**src/rtl/cory_pkg.sv**
```systemverilog
// rtl/cory_pkg.sv - shared state encoding and mode constants for the cory stream blocks
package cory_pkg;

  typedef enum logic {
    ST_IDLE = 1'b0,
    ST_PKT  = 1'b1
  } cory_state_e;

  localparam int CORY_MUX_BEAT = 0;
  localparam int CORY_MUX_PKT  = 1;

endpackage

```
**src/rtl/cory_queue.sv**
```systemverilog
// rtl/cory_queue.sv - valid/ready FIFO of depth Q, straight wires when Q is 0
module cory_queue #(
  parameter int W = 9,
  parameter int Q = 0
) (
  input  logic         clk,
  input  logic         reset,
  input  logic         i_v,
  input  logic [W-1:0] i_d,
  output logic         o_r,
  output logic         o_v,
  output logic [W-1:0] o_d,
  input  logic         i_r
);

  if (Q == 0) begin : g_pass
    wire w_unused = clk ^ reset;
    assign o_v = i_v;
    assign o_d = i_d;
    assign o_r = i_r;
  end else begin : g_fifo
    localparam int PW = (Q > 1) ? $clog2(Q) : 1;
    localparam int CW = $clog2(Q + 1);

    logic [W-1:0]  r_mem [Q];
    logic [PW-1:0] r_wp;
    logic [PW-1:0] r_rp;
    logic [CW-1:0] r_cnt;
    logic [W-1:0]  r_last;
    logic          w_push;
    logic          w_pop;

    // Pointers wrap at Q, which need not be a power of two
    function automatic logic [PW-1:0] nxt(input logic [PW-1:0] p);
      return (p == PW'(Q - 1)) ? '0 : p + 1'b1;
    endfunction

    assign o_r    = (r_cnt < CW'(Q));
    assign o_v    = (r_cnt != '0);
    assign w_push = i_v && o_r;
    assign w_pop  = o_v && i_r;
    // When empty the output shows the last popped entry instead of a stale slot
    assign o_d    = o_v ? r_mem[r_rp] : r_last;

    // Storage write; contents need no reset since they are only read when counted
    always_ff @(posedge clk) begin
      if (w_push) r_mem[r_wp] <= i_d;
    end

    // Pointer, occupancy and hold-register update
    always_ff @(posedge clk) begin
      if (reset) begin
        r_wp   <= '0;
        r_rp   <= '0;
        r_cnt  <= '0;
        r_last <= '0;
      end else begin
        if (w_push) r_wp <= nxt(r_wp);
        if (w_pop) begin
          r_rp   <= nxt(r_rp);
          r_last <= r_mem[r_rp];
        end
        case ({w_push, w_pop})
          2'b10:   r_cnt <= r_cnt + CW'(1);
          2'b01:   r_cnt <= r_cnt - CW'(1);
          default: r_cnt <= r_cnt;
        endcase
      end
    end
  end

endmodule

```
**src/rtl/cory_muxn.sv**
```systemverilog
// rtl/cory_muxn.sv - C-way stream mux steered by a select stream, optional packet lock and output queue
module cory_muxn
  import cory_pkg::*;
#(
  parameter int  N = 8,
  parameter int  C = 4,
  parameter int  Q = 0,
  parameter int  M = 0,
  localparam int S = $clog2(C)
) (
  input  logic           clk,
  input  logic           reset,
  input  logic [C-1:0]   i_a_v,
  input  logic [C*N-1:0] i_a_d,
  input  logic [C-1:0]   i_a_l,
  output logic [C-1:0]   o_a_r,
  input  logic           i_s_v,
  input  logic [S-1:0]   i_s_d,
  output logic           o_s_r,
  output logic           o_z_v,
  output logic [N-1:0]   o_z_d,
  output logic           o_z_l,
  input  logic           i_z_r,
  output logic           o_err
);

  cory_state_e  r_state;
  logic [S-1:0] r_lock;

  logic         w_sel_ok;
  logic         w_pkt;
  logic [S-1:0] w_ch;
  logic         w_ch_ok;
  logic         w_qual;
  logic         w_av;
  logic [N-1:0] w_ad;
  logic         w_al;
  logic         w_int_v;
  logic         w_int_r;
  logic [N:0]   w_int_d;
  logic [N:0]   w_z;
  logic         w_xfer;

  // Select indices >= C only exist when C is not a power of two
  assign w_sel_ok = ({1'b0, i_s_d} < (S + 1)'(C));
  assign w_pkt    = (M == CORY_MUX_PKT) && (r_state == ST_PKT);
  assign w_ch     = w_pkt ? r_lock : i_s_d;
  assign w_ch_ok  = w_pkt || w_sel_ok;
  assign w_qual   = w_pkt || (i_s_v && w_sel_ok);

  // Pick the steered channel's valid/data/last, zero when the index is out of range
  always_comb begin
    w_av = 1'b0;
    w_ad = '0;
    w_al = 1'b0;
    if (w_ch_ok) begin
      w_av = i_a_v[w_ch];
      w_ad = i_a_d[w_ch*N +: N];
      w_al = i_a_l[w_ch];
    end
  end

  assign w_int_v = w_qual && w_av;
  assign w_int_d = {(M == CORY_MUX_BEAT) ? 1'b1 : w_al, w_ad};
  assign w_xfer  = w_int_v && w_int_r;
  assign o_err   = i_s_v && !w_sel_ok && !w_pkt;

  // At most one channel sees ready: the steered one, when a token or lock qualifies it
  always_comb begin
    o_a_r = '0;
    for (int k = 0; k < C; k++) begin
      o_a_r[k] = w_qual && (w_ch == S'(k)) && w_int_r;
    end
  end

  // Beat mode consumes a token with every beat; packet mode only on the first beat
  always_comb begin
    o_s_r = o_err;
    if (M == CORY_MUX_BEAT) begin
      if (w_sel_ok && w_int_r && w_av) o_s_r = 1'b1;
    end else begin
      if (!w_pkt && w_xfer) o_s_r = 1'b1;
    end
  end

  // Packet lock: hold the channel from a non-last first beat until its last beat
  always_ff @(posedge clk) begin
    if (reset) begin
      r_state <= ST_IDLE;
      r_lock  <= '0;
    end else if (M == CORY_MUX_PKT) begin
      case (r_state)
        ST_IDLE: begin
          if (w_xfer && !w_al) begin
            r_state <= ST_PKT;
            r_lock  <= i_s_d;
          end
        end
        ST_PKT: begin
          if (w_xfer && w_al) r_state <= ST_IDLE;
        end
        default: r_state <= ST_IDLE;
      endcase
    end
  end

  cory_queue #(
    .W(N + 1),
    .Q(Q)
  ) u_queue (
    .clk  (clk),
    .reset(reset),
    .i_v  (w_int_v),
    .i_d  (w_int_d),
    .o_r  (w_int_r),
    .o_v  (o_z_v),
    .o_d  (w_z),
    .i_r  (i_z_r)
  );

  assign o_z_l = w_z[N];
  assign o_z_d = w_z[N-1:0];

endmodule

```
**config.mk**
```make
export PLATFORM = sky130hd
export DESIGN_NAME = cory_muxn
export DESIGN_NICKNAME = d
export VERILOG_FILES = /design/src/rtl/cory_pkg.sv /design/src/rtl/cory_queue.sv /design/src/rtl/cory_muxn.sv
export SDC_FILE = /design/constraint.sdc
export NUM_CORES = 1
export LEC_CHECK = 0
export BUFFER_PORTS_ARGS = -buffer_cell sky130_fd_sc_hd__buf_2
export CAP_MARGIN = 5
export CORE_AREA = 8 8 45 47
export DETAILED_ROUTE_END_ITERATION = 10
export DIE_AREA = 0 0 53 55
export GPL_ROUTABILITY_DRIVEN = 0
export GPL_TIMING_DRIVEN = 0
export PLACE_DENSITY_LB_ADDON = 0.1
export SLEW_MARGIN = 25
export SYNTH_ARGS = -nofsm -noshare
export SYNTH_HDL_FRONTEND = slang
export SYNTH_SLANG_ARGS = --single-unit
```
**constraint.sdc**
```tcl
create_clock -name vclk -period 2.3
set_input_delay 0.23 -clock vclk [all_inputs]
set_output_delay 0.23 -clock vclk [all_outputs]
set_load 0.005 [all_outputs]
```
==> summary by stage <==
Placed design
The number of input and output port buffers inserted is 54. The placement-stage cell area is 578 um2. After legalization and detailed placement, the total HPWL measured 1.25 mm.

Synthesis
The synthesized instance count is 24. Among all cell types in the netlist, the one instantiated most often is sky130_fd_sc_hd__mux4_2. A synthesized cell averages 12.0 um2. The area of the mapped netlist is 288 um2. Synthesis instantiated 12 different standard cells from the library. The top cell type by area accounts for 62.6% of the synthesized area.

The cell type contributing the most total cell area after synthesis is sky130_fd_sc_hd__mux4_2. The sequential fraction of the synthesis area is 0%. Yosys printed 0 warnings.

Yosys attributes the largest share of cell area to sky130_fd_sc_hd__mux4_2 63%, sky130_fd_sc_hd__mux4_1 9.1%, sky130_fd_sc_hd__buf_4 5.2%, sky130_fd_sc_hd__and2_1 4.3%, sky130_fd_sc_hd__buf_6 3.9%. The total nets after synthesis is 70.

Clocking
Once the clock tree was built, the resizer swapped 0 gates to a different size. The number of buffers inserted by hold repair at cts is 0. After clock tree synthesis, the setup repair step added 0 buffers.

Critical path
The worst setup path is captured at a primary output. The most numerous cell type found on the critical path is sky130_fd_sc_hd__buf_2. The dominant delay contributor by cell family on the critical path is multiplexers. The critical path required time is 2.07 ns. The critical path class is in2out. STA classifies the critical path startpoint as an input pin.

Walking the worst path, the cells encountered are buf_2 -> buf_6 -> mux4_2 -> buf_2. The highest-delay cell along the critical path is sky130_fd_sc_hd__mux4_2. The maximum fanout count along the critical path is 10. The number of buffer and inverter instances along the worst setup path is 3. At the worst endpoint, the arrival time is 1.18 ns. For this run, the slowest stage of the critical path takes 0.51 ns.

Route
Wire segments on met3 add up to 248 um in the final route. The amount of wire on met2 after detailed routing is 649 um. The pre-antenna-repair detailed-routing pass consisted of 2 iterations. The number of DRC markers in iteration 0 is 3. The total wire length after detailed routing is 1.33 mm. The average wire per standard cell is 14.1 um.

The highest layer touched by signal routing is met3. For this block, the via count after detailed routing is 427. For this run, design rule violations remaining after detail routing come to 0. The detailed router put a total of 428 um of wire on met1.

The via count normalized by instance count is 4.54. The remaining number of nets flagged by the antenna check after routing is 0.

Floorplanning
The vertical extent of the die is 55 um. The floorplan has 14 rows. Measured along the x axis, the die boundary spans 53 um. The number of I/O pins is 62. The floorplan core area is 1380 um2. The initial utilization of the core area, before any placement, comes to 20.8%.

The floorplan step defined a die boundary enclosing 2920 um2.

Global route
The number of antenna violations at the first check in global routing was 0. The largest net degree at the start of global routing is 11. The first global-routing pass estimated 2.00 mm of wire. The number of global-route vias before repair was 460.

The overall global routing resource usage is 8.24%. The total global routing overflow is 0.

Cells and area
0 antenna diodes ended up in the layout. After the last flow step, the layout net total stands at 126. Relative to the synthesized area, the layout overhead comes to 101%. After filler insertion, the fill cell instance count of the layout stands at 142.

In the final layout, the multi-input gates occupy 253 um2. The fraction of final layout cells with drive strength greater than 1 is 84.6%. The total non-filler cell area in the finished layout is 578 um2.

There are 0 flip-flops and latches. At the end of the flow the core is filled with cells to 41.8%. Counting the clock-network buffers in the layout gives 0.

The combined flip-flop and latch cell area is 0 um2.

STA
The minimum clock period is 1.41 ns. Setup repair after global routing left no endpoint under its margin. The final-report setup violation count is 0. The max-slew violation count is 0. The post-route fraction of the period consumed by the critical path is 61.2%. The fmax is 711 MHz.

The setup TNS after final layout is 0 ns. The count of final hold-check violations is 0.

Min path
In this run the worst hold path is classified as in2out. The worst hold path terminates at o_z_v. Along the worst hold path, the cell count comes to 3.

The startpoint identified for the worst hold timing path is i_s_v.

Power
The power dissipated by switching net loads is 0.0000339 W. Dividing total power by cell area gives a power density of 174 nW/um2. The switching portion of total power is 33.8%.

In this run, flip-flops and latches consume 0% of the power. For this design the static power due to leakage is 0.327 nW. The share of total power dissipated in combinational logic is 100.0%. The part of the total power dissipated in the clock network is 0%. The internal power of the cells totals 0.0000665 W. The worst voltage drop across the vdd grid is 0.0000606 V.

Outcome
The run finished with clean final reports.

Run
Across the run, the number of max-cap violations was 0.
power by group through the flow:
stage                logic, W  clock network, W  registers [W]
floorplan           0.0000469                 0              0
CTS                  0.000102                 0              0
global placement     0.000100                 0              0
detailed placement   0.000102                 0              0
finish               0.000100                 0              0
global route         0.000111                 0              0
layer usage:
layer / GRT usage [%] / up-vias
met1: 9.09 / 191
met5: 0 / -
met4: 0 / 0
met2: 14.8 / 32
li1: - / 204
met3: 4.01 / 0
cell families (layout without fill, tap and decap cells):
kind of cell | after synthesis | in the layout | synth area share (%)
muxes | 9 | 9 | 71.7
and+or+nand+nor | 8 | 8 | 13.5
buffers and inverters | 5 | 59 | 12.2
other | 2 | 2 | 2.61
stage by stage:
step / hold WS, ns / setup WS (ns) / power [W] / cells
6_report: 0.775 / 0.893 / 0.000100 / 94
3_5_place_dp: 0.779 / 0.872 / 0.000102 / 94
3_3_place_gp: 0.772 / 0.892 / 0.000100 / 94
4_1_cts: 0.779 / 0.872 / 0.000102 / 94
5_1_grt: 0.797 / 0.846 / 0.000111 / 94
2_1_floorplan: 0.561 / 1.20 / 0.0000469 / 24
worst min-delay path, stage by stage:
cell and delay, ns:
sky130_fd_sc_hd__buf_2 0.10, sky130_fd_sc_hd__and2_1 0.11, sky130_fd_sc_hd__buf_2 0.11
cell type report:
type | instances | area share, %
Tap cell | 16 | 3.46
Buffer | 4 | 5.41
Timing Repair Buffer | 54 | 46.8
Inverter | 1 | 0.649
Multi-Input combinational cell | 19 | 43.7
how the worst max path moves through the flow:
stage               startpoint        to  depth (start not counted)
floorplan             i_s_d[0]  o_z_d[0]                          2
global placement      i_s_d[0]  o_z_d[2]                          4
detailed placement    i_s_d[0]  o_z_d[2]                          4
CTS                   i_s_d[0]  o_z_d[2]                          4
global route          i_s_d[0]  o_z_d[3]                          4
finish                i_s_d[0]  o_z_d[2]                          4
placed cells by master, fill, tap and decap left out:
cell / instances
sky130_fd_sc_hd__and2_1: 2
sky130_fd_sc_hd__buf_2: 55
sky130_fd_sc_hd__buf_4: 2
sky130_fd_sc_hd__buf_6: 1
sky130_fd_sc_hd__conb_1: 2
sky130_fd_sc_hd__inv_1: 1
sky130_fd_sc_hd__mux4_1: 1
sky130_fd_sc_hd__mux4_2: 8
sky130_fd_sc_hd__nand2_1: 1
sky130_fd_sc_hd__nand3_1: 1
sky130_fd_sc_hd__nor2_1: 2
sky130_fd_sc_hd__nor3_1: 2
Note: power is estimated with default switching activity, not from simulation.
